[src/rtl/sdram_arb_pkg.sv]
// Shared types for the SDRAM port arbiter: slot states, controller data width
// and the byte-replication helper used for the controller write data.
package sdram_arb_pkg;

    typedef enum logic [1:0] {IDLE, SCPU, SRFS, SDMA} arb_state_t;

    localparam int SDR_DW = 16;

    function automatic logic [SDR_DW-1:0] dup_byte(input logic [7:0] b);
        return {b, b};
    endfunction

endpackage

[src/rtl/sdram_arbiter_edge.sv]
// Rising-edge detector on a level request, compared against the registered
// previous level; one instance per CPU request line.
module arb_edge (
    input  logic clk,
    input  logic rst,
    input  logic lvl,
    output logic rise
);

    logic prev_q, prev_d;

    always_comb prev_d = lvl;

    always_ff @(posedge clk) begin
        if (rst) prev_q <= 1'b0;
        else     prev_q <= prev_d;
    end

    assign rise = lvl & ~prev_q;

endmodule

[src/rtl/sdram_arbiter.sv]
// Fixed-slot arbiter for the SDRAM controller port: Z80 memory, Z80 refresh, DMA loader.
// Optional refresh watchdog enabled by defining SDRAM_ARB_WDT_EN.
module sdram_arbiter
    import sdram_arb_pkg::*;
#(
    parameter int AW   = 24,
    parameter int SLOT = 8,
    parameter int WDT  = 2048
) (
    input  logic              clock,
    input  logic              reset,
    input  logic              ready,
    input  logic              cpuRd,
    input  logic              cpuWr,
    input  logic              cpuRf,
    input  logic [AW-1:0]     cpuA,
    input  logic [7:0]        cpuD,
    output logic [7:0]        cpuQ,
    input  logic              dmaReq,
    input  logic              dmaWe,
    input  logic [AW-1:0]     dmaA,
    input  logic [7:0]        dmaD,
    output logic [7:0]        dmaQ,
    output logic              dmaAck,
    output logic              sdrRd,
    output logic              sdrWr,
    output logic              sdrRf,
    output logic [AW-1:0]     sdrA,
    output logic [SDR_DW-1:0] sdrD,
    input  logic [SDR_DW-1:0] sdrQ,
    output logic              busy
);

    localparam int CW = (SLOT > 1) ? $clog2(SLOT) : 1;

    logic [2:0] rise;

    arb_edge u_edge [2:0] (
        .clk  (clock),
        .rst  (reset),
        .lvl  ({cpuRf, cpuWr, cpuRd}),
        .rise (rise)
    );

    arb_state_t        state_q, state_d;
    logic [CW-1:0]     cnt_q, cnt_d;
    logic              cpu_pend_q, cpu_pend_d;
    logic              cpu_wr_q, cpu_wr_d;
    logic [AW-1:0]     cpu_a_q, cpu_a_d;
    logic [7:0]        cpu_d_q, cpu_d_d;
    logic [1:0]        rf_cnt_q, rf_cnt_d;
    logic              slot_wr_q, slot_wr_d;
    logic              sdr_rd_q, sdr_rd_d;
    logic              sdr_wr_q, sdr_wr_d;
    logic              sdr_rf_q, sdr_rf_d;
    logic [AW-1:0]     sdr_a_q, sdr_a_d;
    logic [SDR_DW-1:0] sdr_d_q, sdr_d_d;
    logic [7:0]        cpu_q_q, cpu_q_d;
    logic [7:0]        dma_q_q, dma_q_d;
    logic              dma_ack_q, dma_ack_d;
    logic              last, rf_dec, wdt_hit;

    logic unused_sdrq;
    assign unused_sdrq = ^sdrQ[SDR_DW-1:8];

`ifdef SDRAM_ARB_WDT_EN
    localparam int WW = $clog2(WDT + 1);
    logic [WW-1:0] wdt_q, wdt_d;

    // Held clear for the whole refresh slot, so the forced period is WDT+SLOT+1.
    always_comb begin
        wdt_hit = (wdt_q == WW'(WDT)) && (state_q != SRFS);
        wdt_d   = (state_q == SRFS || wdt_hit) ? '0 : wdt_q + 1'b1;
    end

    always_ff @(posedge clock) begin
        if (reset) wdt_q <= '0;
        else       wdt_q <= wdt_d;
    end
`else
    localparam int unused_wdt = WDT;
    assign wdt_hit = 1'b0;
`endif

    always_comb begin
        state_d    = state_q;
        cnt_d      = cnt_q;
        cpu_pend_d = cpu_pend_q;
        cpu_wr_d   = cpu_wr_q;
        cpu_a_d    = cpu_a_q;
        cpu_d_d    = cpu_d_q;
        rf_cnt_d   = rf_cnt_q;
        slot_wr_d  = slot_wr_q;
        sdr_rd_d   = 1'b0;
        sdr_wr_d   = 1'b0;
        sdr_rf_d   = 1'b0;
        sdr_a_d    = sdr_a_q;
        sdr_d_d    = sdr_d_q;
        cpu_q_d    = cpu_q_q;
        dma_q_d    = dma_q_q;
        dma_ack_d  = 1'b0;

        last   = (cnt_q == CW'(SLOT - 1));
        rf_dec = (state_q == SRFS) && last;

        // Latest CPU request wins; a simultaneous write edge beats a read edge.
        if (rise[0] | rise[1]) begin
            cpu_pend_d = 1'b1;
            cpu_wr_d   = rise[1];
            cpu_a_d    = cpuA;
            cpu_d_d    = cpuD;
        end

        if (rise[2] && !rf_dec)      rf_cnt_d = (rf_cnt_q == 2'd3) ? 2'd3 : rf_cnt_q + 2'd1;
        else if (rf_dec && !rise[2]) rf_cnt_d = rf_cnt_q - 2'd1;
        if (wdt_hit && rf_cnt_d == 2'd0) rf_cnt_d = 2'd1;

        if (state_q == IDLE) begin
            cnt_d = '0;
            if (ready) begin
                if (cpu_pend_d) begin
                    state_d    = SCPU;
                    cpu_pend_d = 1'b0;
                    slot_wr_d  = cpu_wr_d;
                    sdr_a_d    = cpu_a_d;
                    sdr_d_d    = dup_byte(cpu_d_d);
                    sdr_wr_d   = cpu_wr_d;
                    sdr_rd_d   = !cpu_wr_d;
                end else if (rf_cnt_d != 2'd0) begin
                    state_d  = SRFS;
                    sdr_rf_d = 1'b1;
                // The ack cycle still sees the old dmaReq; skip it to avoid a duplicate slot.
                end else if (dmaReq && !dma_ack_q) begin
                    state_d   = SDMA;
                    slot_wr_d = dmaWe;
                    sdr_a_d   = dmaA;
                    sdr_d_d   = dup_byte(dmaD);
                    sdr_wr_d  = dmaWe;
                    sdr_rd_d  = !dmaWe;
                end
            end
        end else if (last) begin
            state_d = IDLE;
            cnt_d   = '0;
            if (state_q == SCPU && !slot_wr_q) cpu_q_d = sdrQ[7:0];
            if (state_q == SDMA) begin
                dma_ack_d = 1'b1;
                if (!slot_wr_q) dma_q_d = sdrQ[7:0];
            end
        end else begin
            cnt_d = cnt_q + 1'b1;
        end
    end

    always_ff @(posedge clock) begin
        if (reset) begin
            state_q    <= IDLE;
            cnt_q      <= '0;
            cpu_pend_q <= 1'b0;
            cpu_wr_q   <= 1'b0;
            cpu_a_q    <= '0;
            cpu_d_q    <= '0;
            rf_cnt_q   <= '0;
            slot_wr_q  <= 1'b0;
            sdr_rd_q   <= 1'b0;
            sdr_wr_q   <= 1'b0;
            sdr_rf_q   <= 1'b0;
            sdr_a_q    <= '0;
            sdr_d_q    <= '0;
            cpu_q_q    <= '0;
            dma_q_q    <= '0;
            dma_ack_q  <= 1'b0;
        end else begin
            state_q    <= state_d;
            cnt_q      <= cnt_d;
            cpu_pend_q <= cpu_pend_d;
            cpu_wr_q   <= cpu_wr_d;
            cpu_a_q    <= cpu_a_d;
            cpu_d_q    <= cpu_d_d;
            rf_cnt_q   <= rf_cnt_d;
            slot_wr_q  <= slot_wr_d;
            sdr_rd_q   <= sdr_rd_d;
            sdr_wr_q   <= sdr_wr_d;
            sdr_rf_q   <= sdr_rf_d;
            sdr_a_q    <= sdr_a_d;
            sdr_d_q    <= sdr_d_d;
            cpu_q_q    <= cpu_q_d;
            dma_q_q    <= dma_q_d;
            dma_ack_q  <= dma_ack_d;
        end
    end

    assign cpuQ   = cpu_q_q;
    assign dmaQ   = dma_q_q;
    assign dmaAck = dma_ack_q;
    assign sdrRd  = sdr_rd_q;
    assign sdrWr  = sdr_wr_q;
    assign sdrRf  = sdr_rf_q;
    assign sdrA   = sdr_a_q;
    assign sdrD   = sdr_d_q;
    assign busy   = (state_q != IDLE);

endmodule

[config.mk]
export PLATFORM = sky130hd
export DESIGN_NAME = sdram_arbiter
export DESIGN_NICKNAME = d
export VERILOG_FILES = /design/src/rtl/sdram_arb_pkg.sv /design/src/rtl/sdram_arbiter_edge.sv /design/src/rtl/sdram_arbiter.sv
export SDC_FILE = /design/constraint.sdc
export NUM_CORES = 1
export LEC_CHECK = 0
export CAP_MARGIN = 20
export CORE_MARGIN = 2
export CORE_UTILIZATION = 47
export CTS_BUF_LIST = sky130_fd_sc_hd__clkbuf_4 sky130_fd_sc_hd__clkbuf_8
export CTS_CLUSTER_DIAMETER = 30
export DETAILED_ROUTE_END_ITERATION = 10
export PLACE_DENSITY = 0.82
export SYNTH_ARGS = -nofsm -noshare
export SYNTH_HDL_FRONTEND = slang
export SYNTH_SLANG_ARGS = --single-unit
export TNS_END_PERCENT = 100
[constraint.sdc]
create_clock -name clock -period 2.78 [get_ports clock]
set_input_delay 0.556 -clock clock [delete_from_list [all_inputs] [get_ports clock]]
set_output_delay 0.556 -clock clock [all_outputs]
set_load 0.02 [all_outputs]
==> impl_metrics.env, run 1 <==
export IMPL_status="finished, final reports clean"
export IMPL_crit_family="simple AND/OR/NAND/NOR gates"
export IMPL_fillers=758
export IMPL_ios=149
export IMPL_synth_warnings=0
export IMPL_crit_chain="clkdlybuf4s50_1, nor2b_1, or3_1, nand4_4, o31a_1, buf_4, nor4_1, a31o_2"
export IMPL_floorplan_rows=35
export IMPL_cts_tree="done"
export IMPL_n_antenna_cell=0
export IMPL_detail_route_antenna_nets=0
export IMPL_cp_arrival_ps=2720
export IMPL_cts_max_path_buffers=2
export IMPL_place_area_um2=5860
export IMPL_cp_startpoint="cpuRf"
export IMPL_timing_setup_tns_ps=0
export IMPL_drc=0
export IMPL_vdd_drop_max_v=0.000281
export IMPL_grt_pass1_wl_um=18900
export IMPL_grt_remaining_overflow=0
export IMPL_gp_congestion=0.746
export IMPL_hp_class="register to register"
export IMPL_grt_start_max_net_pins=66
export IMPL_final_core_util=0.661
export IMPL_cts_num_sinks=97
export IMPL_ys_ff_latch=97
export IMPL_cpMaxStageDelayCell="clkdlybuf4s50_1"
export IMPL_grt_setup_unrepaired="no"
export IMPL_area_growth_pct=37.5
export IMPL_slew_viol_final=0
export IMPL_grt_usage=0.230
export IMPL_critical_path_startpoint_type="primary input"
export IMPL_grt_pass1_vias=4025
export IMPL_clkLatencyLatePin_ps=360
export IMPL_layout_commonest_cell="clkdlybuf4s50_1"
export IMPL_clockRootBuffer="clkbuf_8"
export IMPL_port_buffers=140
export IMPL_syn_area_um2=4420
export IMPL_die_area_um2=10200
export IMPL_fp_dieW_um=101
export IMPL_cts_buffers=9
export IMPL_mostFrequentLayoutCells="139 x clkdlybuf4s50_1, 98 x nand2_1, 96 x dfxtp_1"
export IMPL_syn_avg_cell_area_um2=9.14
export IMPL_viasPerCell=5.42
export IMPL_finalHoldViolCount=0
export IMPL_layout_drive_gt1_share=0.117
export IMPL_worstReg2RegStart="cnt_q[0]$_SDFF_PP0_"
export IMPL_fin_area_um2=6080
export IMPL_drt_iter0_drc=96
export IMPL_postCtsSetupRepairBufs=0
export IMPL_wirelength_um=11500
export IMPL_p_leak_nw=2.19
export IMPL_hold_buffers=0
export IMPL_fin_nets=694
export IMPL_relSlewSlack=0.502
export IMPL_worstHoldStart="cnt_q[0]$_SDFF_PP0_"
export IMPL_slowest_delay_ps=490
export IMPL_setup_violations=0
export IMPL_yosysSeqAreaShare=0.439
export IMPL_tightest_slew_ps=748
export IMPL_clkTransAtPathRegs_ps=90
export IMPL_cp_data_required_time_ps=3080
export IMPL_initial_core_util=0.481
export IMPL_cts_resized=0
export IMPL_vias=3888
export IMPL_finalCriticalPeriod_ps=2420
export IMPL_p_per_area_nw_per_um2=538
export IMPL_yosysUniqueCellTypes=38
export IMPL_path_max_fanout=14
export IMPL_post_dp_hpwl_um=7940
export IMPL_die_h_um=101
export IMPL_syn_nets=576
export IMPL_antenna_found_initial=0
export IMPL_core_um2=9200
export IMPL_wl_per_cell_um=16.1
export IMPL_skew_ps=19.4
export IMPL_syn_instance_count=484
export IMPL_place_inst=702
export IMPL_critPathBufInv=2
export IMPL_cts_max_level=3
export IMPL_final_cells=718
export IMPL_drtPass1Iterations=4
export IMPL_fmax_mhz=414
export IMPL_crit_path_end_kind="register"
export IMPL_drv_cap=0
export IMPL_fin_crit_sh=0.870
export IMPL_timing_worst_setup_path_type="primary input to register"
## power breakdown
part	internal, mW	switching, mW
Clock	0.521	0.491
Combinational	0.356	0.379
Sequential	1.47	0.0507
## sequential cells by signal, indices dropped and copies added (netlist names), 3 cells and up
| signal | count |
|---|---|
| cnt_q | 3 |
| cpuQ | 8 |
| cpu_a_q | 24 |
| cpu_d_q | 8 |
| dmaQ | 8 |
| sdrA | 24 |
| sdrD | 8 |
| u_edge.prev_q | 3 |
## worst paths after layout
check | to | slack, ps | depth (start not counted)
min reg2reg | cnt_q[0]$_SDFF_PP0_ | 450 | 1
min | cnt_q[0]$_SDFF_PP0_ | 450 | 1
max reg2reg | slot_wr_q$_SDFFE_PP0P_ | 390 | 9
max | slot_wr_q$_SDFFE_PP0P_ | 360 | 8
## routing by layer
metal | track usage | part of all wire | vias to the layer above | routed length, µm
li1 | - | - | 1943 | -
met1 | 0.278 | 0.43 | 1814 | 4930
met2 | 0.391 | 0.48 | 119 | 5580
met3 | 0.0735 | 0.080 | 12 | 920
met4 | 0.0665 | 0.010 | 0 | 115
met5 | 0 | 0 | - | 0
## through the flow
stage	total power, mW	setup WS (ps)	hold WS, ps
final	3.27	362	450
after global routing	3.42	173	469
after CTS	3.31	358	457
after detailed placement	2.29	27.1	443
after global placement	2.27	115	415
after floorplan	1.99	497	407
## synth_stat cells
master    number  area, µm²
or3_1          2       12.5
or2_2          2       12.5
buf_4          8       60.1
o31ai_1        3       22.5
a221oi_2       1       15.0
o21bai_1       1       7.51
nor2_1         8       30.0
or3_4          1       11.3
buf_2          1       5.00
and3_1         1       6.26
o311ai_0       1       8.76
o31ai_2       29        363
and3b_4        1       12.5
o211ai_1      32        240
nor2b_1        7       43.8
clkbuf_1      33        124
nor4_1         3       18.8
dfxtp_1       97       1940
a31o_2         1       8.76
o31a_1         1       8.76
buf_6          4       45.0
nand2b_1       3       18.8
clkinv_1       1       3.75
nand2_1       98        368
a21oi_1       51        255
inv_1          5       18.8
buf_1          2       7.51
xnor2_1        1       8.76
nor4b_1        1       8.76
nand3b_1       1       7.51
nor3_1         4       20.0
nand4_4        1       21.3
nand2b_4       1       13.8
o21a_1        32        240
ha_1           4       50.1
and2_1         6       37.5
mux2i_1       33        330
nand3_1        3       15.0
## cell type report
| class | count | area, µm² | share of cell area |
|---|---|---|---|
| multi-input cells | 333 | 2220 | 0.365 |
| flip-flops and latches | 97 | 1940 | 0.319 |
| repair buffers | 155 | 1540 | 0.253 |
| well taps | 111 | 139 | 0.0228 |
| clock buffers | 10 | 131 | 0.0216 |
| clock inverters | 6 | 90.1 | 0.0148 |
| inverters | 6 | 22.5 | 0.00370 |
## cells by family after synthesis
kind of cell / synth area share
and+or+nand+nor: 0.149
buffers and inverters: 0.0597
xor gates and xnor gates: 0.00198
DFF: 0.439
muxes: 0.0747
adders and majority gates: 0.0113
AOI/OAI and AO/OA: 0.264
Note: power is estimated with default switching activity, not from simulation.
==> inputs of run 2 (changes only) <==
--- a/config.mk
+++ b/config.mk
@@ -15,4 +15,4 @@
 export SYNTH_ARGS = -nofsm -noshare
 export SYNTH_HDL_FRONTEND = slang
 export SYNTH_SLANG_ARGS = --single-unit
-export TNS_END_PERCENT = 100
+export TNS_END_PERCENT = 20
==> results of run 2 <==
Same layout as run 1: the final DEF is identical, and so are final timing and power.
==> inputs of run 3 (changes only) <==
--- a/config.mk
+++ b/config.mk
@@ -7,11 +7,11 @@
 export LEC_CHECK = 0
 export CAP_MARGIN = 20
 export CORE_MARGIN = 2
-export CORE_UTILIZATION = 47
+export CORE_UTILIZATION = 51
 export CTS_BUF_LIST = sky130_fd_sc_hd__clkbuf_4 sky130_fd_sc_hd__clkbuf_8
 export CTS_CLUSTER_DIAMETER = 30
 export DETAILED_ROUTE_END_ITERATION = 10
-export PLACE_DENSITY = 0.82
+export PLACE_DENSITY = 0.88
 export SYNTH_ARGS = -nofsm -noshare
 export SYNTH_HDL_FRONTEND = slang
 export SYNTH_SLANG_ARGS = --single-unit
==> constraint.sdc (replaced) <==
create_clock -name clock -period 3 [get_ports clock]
set_input_delay 0.6 -clock clock [delete_from_list [all_inputs] [get_ports clock]]
set_output_delay 0.6 -clock clock [all_outputs]
set_load 0.02 [all_outputs]
==> impl_metrics.env, run 3 (synthesis results as in run 1) <==
export IMPL_floorplan_rows=33
export IMPL_drtPass1Iterations=4
export IMPL_wl_per_cell_um=16.2
export IMPL_path_max_fanout=26
export IMPL_vias=3938
export IMPL_cpMaxStageDelayCell="clkdlybuf4s50_1"
export IMPL_timing_worst_setup_path_type="primary input to register"
export IMPL_mostFrequentLayoutCells="139 x clkdlybuf4s50_1, 98 x nand2_1, 96 x dfxtp_1"
export IMPL_worstHoldStart="cnt_q[0]$_SDFF_PP0_"
export IMPL_cts_resized=0
export IMPL_p_per_area_nw_per_um2=487
export IMPL_slowest_delay_ps=510
export IMPL_crit_path_end_kind="register"
export IMPL_worstReg2RegStart="cnt_q[0]$_SDFF_PP0_"
export IMPL_worst_r2r_path_depth=9
export IMPL_rrSetupSlack_ps=560
export IMPL_gp_congestion=0.767
export IMPL_vdd_drop_max_v=0.000285
export IMPL_viasPerCell=5.58
export IMPL_holdPathStages=1
export IMPL_dpl_worst_slack_ps=168
export IMPL_area_growth_pct=36.5
export IMPL_ios=149
export IMPL_drv_cap=0
export IMPL_crit_chain="clkdlybuf4s50_1, nor2b_1, nor2_1, a221oi_2, o31a_1, nand2b_4, buf_12, o31ai_1"
export IMPL_fin_crit_sh=0.854
export IMPL_wirelength_um=11400
export IMPL_setup_violations=0
export IMPL_drc=0
export IMPL_clockRootBuffer="clkbuf_8"
export IMPL_place_area_um2=5840
export IMPL_finalCriticalPeriod_ps=2560
export IMPL_cp_arrival_ps=2800
export IMPL_cts_max_path_buffers=2
export IMPL_slew_viol_final=0
export IMPL_cts_max_level=3
export IMPL_cp_data_required_time_ps=3230
export IMPL_fin_ws_ps=439
export IMPL_drt_iter0_drc=118
export IMPL_met3WireLength_um=827
export IMPL_grt_pass1_wl_um=18400
export IMPL_critical_path_startpoint_type="primary input"
export IMPL_die_area_um2=9430
export IMPL_skew_ps=7.38
export IMPL_fp_dieW_um=97.1
export IMPL_fmax_mhz=390
export IMPL_final_core_util=0.728
export IMPL_grt_setup_unrepaired="no"
export IMPL_hp_class="register to register"
export IMPL_tightest_slew_ps=975
export IMPL_timing_setup_tns_ps=0
export IMPL_drt_met1_wl_um=5010
export IMPL_die_h_um=97.1
export IMPL_fin_nets=689
export IMPL_dr_wl_met2_um=5440
export IMPL_crit_family="buffers and inverters"
export IMPL_detail_route_antenna_nets=0
export IMPL_antenna_found_initial=0
export IMPL_clkLatencyLatePin_ps=350
export IMPL_critPathBufInv=2
export IMPL_clkTransAtPathRegs_ps=90
export IMPL_layout_drive_gt1_share=0.108
export IMPL_rr_endpoint="sdrD[9]$_SDFFE_PP0P_"
export IMPL_final_cells=706
export IMPL_grt_pass1_vias=3855
export IMPL_grt_remaining_overflow=0
export IMPL_fin_total_pwr_mw=2.94
export IMPL_initial_core_util=0.533
export IMPL_n_antenna_cell=0
export IMPL_cts_tree="done"
export IMPL_postCtsSetupRepairBufs=0
export IMPL_core_um2=8300
export IMPL_relSlewSlack=0.345
export IMPL_place_inst=691
export IMPL_status="finished, final reports clean"
export IMPL_grt_usage=0.235
export IMPL_finalHoldViolCount=0
export IMPL_hold_buffers=0
export IMPL_port_buffers=140
export IMPL_fin_area_um2=6040
export IMPL_whs_ps=440
export IMPL_worstHoldEndpoint="cnt_q[0]$_SDFF_PP0_"
export IMPL_layout_commonest_cell="clkdlybuf4s50_1"
export IMPL_dr_max_layer_used="met4"
export IMPL_cts_num_sinks=97
export IMPL_post_dp_hpwl_um=7760
export IMPL_p_leak_nw=2.17
export IMPL_grt_start_max_net_pins=66
export IMPL_cts_buffers=9
## run 3: where the power goes
group	internal, mW	switching, mW
sequential	1.37	0.0525
combinational	0.327	0.348
clock	0.434	0.417
## run 3: final cells by class
| class | count | area (µm²) |
|---|---|---|
| tap | 105 | 131 |
| timing repair buffer | 150 | 1520 |
| clock buffer | 12 | 159 |
| inverter | 6 | 22.5 |
| sequential | 97 | 1940 |
| clock inverter | 3 | 40.0 |
| multi-input combinational | 333 | 2220 |
| fill | 608 | 2260 |
## run 3: worst reg2reg max path, cell delays in order, from the launching register on
cell      delay, ps
dfxtp_1         320
ha_1            190
ha_1            260
and3b_4         240
xnor2_1         130
a221oi_2        340
o31a_1          240
nand2b_4        240
buf_12          240
o31ai_1         110
## run 3: worst max-delay path by stage
stage                                   start               endpoint  slack, ps  cells after the start
final                                   cpuRf   sdrD[9]$_SDFFE_PP0P_        440                      8
after global routing                    cpuRf   sdrD[9]$_SDFFE_PP0P_        290                      8
after CTS                               cpuRf  sdrA[21]$_SDFFE_PP0P_        490                      8
after detailed placement                cpuRf   sdrD[9]$_SDFFE_PP0P_        170                      8
after global placement                  cpuRf   sdrD[9]$_SDFFE_PP0P_        230                      8
after floorplan           cnt_q[0]$_SDFF_PP0_   sdrA[0]$_SDFFE_PP0P_        720                     11
## run 3: per-layer routing
| metal | vias to the layer above | global-route usage |
|---|---|---|
| met5 | - | 0 |
| met4 | 0 | 0.0607 |
| met3 | 13 | 0.0683 |
| met2 | 127 | 0.409 |
| met1 | 1873 | 0.286 |
| li1 | 1925 | - |
